### config.mk
export PLATFORM = sky130hd
export DESIGN_NAME = muldiv_unit
export DESIGN_NICKNAME = d
export VERILOG_FILES = /design/src/rtl/muldiv_pkg.sv /design/src/rtl/muldiv_step.sv /design/src/rtl/muldiv_unit.sv
export SDC_FILE = /design/constraint.sdc
export NUM_CORES = 1
export LEC_CHECK = 0
export ABC_AREA = 1
export CAP_MARGIN = 40
export CORE_UTILIZATION = 40
export CTS_CLUSTER_SIZE = 12
export DETAILED_ROUTE_END_ITERATION = 8
export GPL_ROUTABILITY_DRIVEN = 0
export GPL_TIMING_DRIVEN = 1
export PLACE_DENSITY_LB_ADDON = 0.15
export REMOVE_ABC_BUFFERS = 1
export SLEW_MARGIN = 20
export SYNTH_ARGS = -nofsm -noshare
export SYNTH_HDL_FRONTEND = slang
export SYNTH_SLANG_ARGS = --single-unit
export TNS_END_PERCENT = 20
### constraint.sdc
create_clock -name clk -period 3.6 [get_ports clk]
set_input_delay 0.72 -clock clk [delete_from_list [all_inputs] [get_ports clk]]
set_output_delay 0.72 -clock clk [all_outputs]
set_load 0.02 [all_outputs]
### src/rtl/muldiv_pkg.sv
// Shared constants and types for the iterative HI/LO multiply/divide unit.
package muldiv_pkg;
  localparam int XLEN  = 32;
  localparam int ITERS = 32;
  localparam int CNT_W = $clog2(ITERS) + 1;

  typedef enum logic [1:0] {
    OP_MULT  = 2'b00,
    OP_MULTU = 2'b01,
    OP_DIV   = 2'b10,
    OP_DIVU  = 2'b11
  } op_e;

  typedef enum logic [1:0] {
    IDLE = 2'b00,
    RUN  = 2'b01,
    FIX  = 2'b10
  } state_e;
endpackage

### src/rtl/muldiv_step.sv
// One radix-2 iteration: shift-add multiply or restoring divide on a 2*XLEN register.
module muldiv_step #(
  parameter int XLEN = muldiv_pkg::XLEN
) (
  input  logic [2*XLEN-1:0] acc,
  input  logic [XLEN-1:0]   operand,
  input  logic              is_div,
  output logic [2*XLEN-1:0] acc_next
);
  logic [XLEN:0] sum;
  logic [XLEN:0] top;
  logic [XLEN:0] diff;

  always_comb begin
    sum      = {1'b0, acc[2*XLEN-1:XLEN]} + {1'b0, operand};
    // Remainder after the left shift needs one extra bit before the compare.
    top      = acc[2*XLEN-1:XLEN-1];
    diff     = top - {1'b0, operand};
    acc_next = acc;
    if (is_div) begin
      if (top >= {1'b0, operand}) acc_next = {diff[XLEN-1:0], acc[XLEN-2:0], 1'b1};
      else                        acc_next = {acc[2*XLEN-2:0], 1'b0};
    end else if (acc[0]) begin
      acc_next = {sum, acc[XLEN-1:1]};
    end else begin
      acc_next = {1'b0, acc[2*XLEN-1:1]};
    end
  end
endmodule

### src/rtl/muldiv_unit.sv
// MIPS Execute-stage multiply/divide sequencer: 32 iterations plus a sign-fix cycle into HI/LO.
module muldiv_unit #(
  parameter int XLEN = muldiv_pkg::XLEN
) (
  input  logic            clk,
  input  logic            rst_n,
  input  logic            start,
  input  logic [1:0]      op,
  input  logic [XLEN-1:0] rs_val,
  input  logic [XLEN-1:0] rt_val,
  input  logic            flush,
  input  logic            hilo_rd,
  output logic            busy,
  output logic            done,
  output logic            stall,
  output logic [XLEN-1:0] hi,
  output logic [XLEN-1:0] lo
);
  import muldiv_pkg::*;

  state_e                state;
  op_e                   op_q;
  logic                  sign_a;
  logic                  sign_b;
  logic                  div_zero;
  logic [CNT_W-1:0]      cnt;
  logic [2*XLEN-1:0]     acc;
  logic [XLEN-1:0]       operand;
  logic [2*XLEN-1:0]     acc_next;
  logic                  is_div;
  logic                  op_signed;
  logic                  accept;
  logic [XLEN-1:0]       mag_a;
  logic [XLEN-1:0]       mag_b;
  logic [XLEN-1:0]       res_hi;
  logic [XLEN-1:0]       res_lo;

  function automatic logic [XLEN-1:0] magnitude(input logic [XLEN-1:0] v, input logic take_abs);
    return (take_abs && v[XLEN-1]) ? (~v + 1'b1) : v;
  endfunction

  function automatic logic [2*XLEN-1:0] negate_if(input logic [2*XLEN-1:0] v, input logic neg);
    return neg ? (~v + 1'b1) : v;
  endfunction

  assign op_signed = ~op[0];
  assign is_div    = op_q[1];
  assign accept    = (state == IDLE) && start && !flush;
  assign mag_a     = magnitude(rs_val, op_signed);
  assign mag_b     = magnitude(rt_val, op_signed);
  assign busy      = (state != IDLE);
  assign stall     = busy & (start | hilo_rd);

  muldiv_step #(.XLEN(XLEN)) u_step (
    .acc      (acc),
    .operand  (operand),
    .is_div   (is_div),
    .acc_next (acc_next)
  );

  // Sign correction; a zero divisor keeps the all-ones quotient untouched.
  always_comb begin
    logic [2*XLEN-1:0] prod;
    logic [2*XLEN-1:0] quo;
    logic [2*XLEN-1:0] rem;
    prod   = negate_if(acc, sign_a ^ sign_b);
    quo    = negate_if({{XLEN{1'b0}}, acc[XLEN-1:0]}, (sign_a ^ sign_b) && !div_zero);
    rem    = negate_if({{XLEN{1'b0}}, acc[2*XLEN-1:XLEN]}, sign_a);
    res_hi = is_div ? rem[XLEN-1:0] : prod[2*XLEN-1:XLEN];
    res_lo = is_div ? quo[XLEN-1:0] : prod[XLEN-1:0];
  end

  always_ff @(posedge clk or negedge rst_n) begin
    if (!rst_n) begin
      state    <= IDLE;
      op_q     <= OP_MULT;
      sign_a   <= 1'b0;
      sign_b   <= 1'b0;
      div_zero <= 1'b0;
      cnt      <= '0;
      hi       <= '0;
      lo       <= '0;
      done     <= 1'b0;
    end else begin
      done <= 1'b0;
      case (state)
        IDLE: begin
          if (accept) begin
            op_q     <= op_e'(op);
            sign_a   <= op_signed & rs_val[XLEN-1];
            sign_b   <= op_signed & rt_val[XLEN-1];
            div_zero <= (rt_val == '0);
            cnt      <= '0;
            state    <= RUN;
          end
        end
        RUN: begin
          if (flush)                         state <= IDLE;
          else if (cnt == CNT_W'(ITERS))     state <= FIX;
          else                               cnt   <= cnt + 1'b1;
        end
        FIX: begin
          if (!flush) begin
            hi   <= res_hi;
            lo   <= res_lo;
            done <= 1'b1;
          end
          state <= IDLE;
        end
        default: state <= IDLE;
      endcase
    end
  end

  // Datapath registers carry no reset; the FSM decides when they are meaningful.
  always_ff @(posedge clk) begin
    if (accept) begin
      operand <= op[1] ? mag_b : mag_a;
      acc     <= {{XLEN{1'b0}}, (op[1] ? mag_a : mag_b)};
    end else if (state == RUN && cnt != CNT_W'(ITERS)) begin
      acc <= acc_next;
    end
  end
endmodule

==> metrics.csv <==
metric;value;unit
drive_above_1_share;0.0474;
die-area;45400;um^2
cts_resized;0;
top_layer_used;met4;
drc;0;
ys_warn_count;0;
ant_nets;0;
ys_ff_latch;173;
hold_buffers;0;
route.met2.wl;30.2;mm
min_path_type;input pin to asynchronous set/reset pin;
antenna_cells;0;
post-route-period-util;0.823;
max_stage_delay;530;ps
yosysSeqAreaShare;0.252;
avgRoutedWirePerCell;18.6;um
wirelength;69.3;mm
async_flop_share;0.445;
cap_violations;0;
clk_latency;500;ps
clockBufferDepth;2;
initial_core_util;0.409;
rows;76;
min_period;2960;ps
io_buffer_count;137;
cts.reportedPaths.clkPinSlew;80;ps
yosys.area.top_type;nand2_1;
worst_slew_pin_slew;916;ps
startpoint_type;flop;
vdd_ir_drop_max;0.000441;V
r2r-start;acc[33];
io_pins;138;
fin_tns_setup;0;ps
netlist-cell-type-count;53;
p_leak;10.3;nW
power_density;517;nW/um^2
cts-buffers-inserted;17;
met3_length;6.28;mm
rr_worst_depth;17;
clkSinkCount;173;
slew_viol_final;0;
crit_chain;ha_1 -> nand2_1 -> nand2_1 -> nand2_1 -> nand2_1 -> nand2_1 -> nand3_2 -> nand2_2 -> nand2_2 -> nand2_4 -> nand2_8 -> nor2_4 -> buf_4 -> nand2_1 -> nand2_1 -> nor2_1 -> nor2_1;
crit_type;flop to flop;
finalPower;10.6;mW
h-tree-depth;4;
ys.flop_type;dfrtp_1;
end_kind;flop;
rsz0062_at_grt;no;
cts_setup_buffers;0;
dieHeight;213;um
status;finished clean;
cts_root_buf;clkbuf_16;
grt-ovfl-total;0;
firstDrtPassIters;6;
reg2reg_slack;640;ps
netlist_instances;3016;
path_common_cell;nand2_1;
netlist.area_leader.share;0.228;
finClkSkew;19.5;ps
core_area;43600;um^2
track_usage;0.311;
cts_tree;built;
nNetsFinal;3276;
drt_iter0_markers;2187;
fmax;337;MHz
slowest_stage;dfxtp_1;
synthesis.area;17800;um^2
area_growth;15.2;%
path_max_fanout;12;
final-hold-violation-count;0;
synth.avg_cell_area;5.91;um^2
grt_max_degree;74;
die_w;213;um
arrival;3400;ps
worstPathRequired;4030;ps
dr_total_vias;20250;
pre_cts_slack;453;ps
r2r-end;acc[54];
synth_edf_count;64;
grt_pass1_vias;18909;
grt_pass1_wl;107;mm
dpl.hpwl;56.3;mm
antenna_found_initial;0;
wl_met1;28.7;mm
setup_viol_count_final;0;
layout_setup_ws;636;ps
viasPerCell;5.43;
synth_area_leaders;nand2_1 (23%), dfrtp_1 (11%), edfxtp_1 (11%);
relSlewSlack;0.385;
## power by group
group,total (mW),leakage (nW),switching (mW),internal (mW)
Sequential,2.77,1.94,0.429,2.34
Combinational,5.93,8.11,4.04,1.90
Clock,1.92,0.293,0.887,1.03
Total,10.6,10.3,5.35,5.27
## state kept, by name, indices dropped and copies added, names as in the netlist
register  cells
sign_b        1
operand      32
acc          64
sign_a        1
state         2
hi           32
op_q          1
div_zero      1
cnt           6
lo           32
done          1
## synth_stat cells (all sizes together) (4+ instances only)
cell	instances
edfxtp	64
a21oi	134
a31oi	6
o21bai	8
o211ai	17
inv	438
nand2	1106
nor3	34
buf	21
clkbuf	62
ha	70
xnor2	20
a22oi	31
or2	9
and2	4
nand3b	8
xor2	87
dfxtp	32
nor2	333
nand4	50
nor4	7
nand3	243
o31ai	7
o21ai	134
dfrtp	77
## cells in the final DEF, fill, tap and decap left out, drive strengths merged, types with 21 or more instances in the layout
master / netlist / routed
nor2: 333 / 333
dfxtp: 32 / 32
clkdlybuf4s50: 0 / 136
edfxtp: 64 / 64
buf: 21 / 45
ha: 70 / 70
clkbuf: 62 / 21
nand2: 1106 / 1106
o21ai: 134 / 134
a22oi: 31 / 31
dfrtp: 77 / 77
a21oi: 134 / 134
xor2: 87 / 87
nor3: 34 / 34
nand4: 50 / 50
nand3: 243 / 243
inv: 438 / 446
## routing by layer
layer / global-route usage / vias up
li1: - / 9802
met1: 0.404 / 9219
met2: 0.484 / 1034
met3: 0.0562 / 195
met4: 0.180 / 0
met5: 0 / -
## stage by stage
stage,hold slack [ps],area (um^2),util,cells
finish,155,20500,0.472,3731
global route,175,20500,0.472,3731
floorplan,424,17500,-,2933
CTS,150,20500,0.472,3731
detailed placement,465,20000,0.458,3699
global placement,465,19900,0.457,3696
## cells by family (layout without fill, tap and decap cells)
kind of cell	Yosys count	in the layout	share of synthesized area
simple gates	1799	1799	0.423
flops	173	173	0.252
fa+ha+maj	72	72	0.0514
buf+inv	524	654	0.114
compound gates	341	341	0.107
xor+xnor	107	107	0.0526
## final cells by class
type	count	area (um^2)
clock buffer	21	472
clock inverter	11	116
fill	4778	23000
inverter	441	1660
multi-input combinational	2319	11300
sequential	173	4490
tap	585	732
timing repair buffer	181	1750
## worst max-delay path: cells and delay by family, from the launching register on
family / cells / cell delay (ps)
AND/OR/NAND/NOR: 15 / 1660
flip-flops: 1 / 530
adder cells (fa/ha/maj): 1 / 440
buffers and inverters: 1 / 240
## how the worst max path moves through the flow
stage	end	start	slack [ps]	depth (start not counted)
6_report	acc[54]	acc[33]	640	17
5_1_grt	acc[47]	acc[33]	460	17
4_1_cts	acc[54]	acc[56]	700	15
3_5_place_dp	operand[18]	rt_val[0]	450	11
3_3_place_gp	acc[4]	flush	490	6
2_1_floorplan	acc[18]	op_q[1]	-530	4
(Power assumes the default switching activity.)
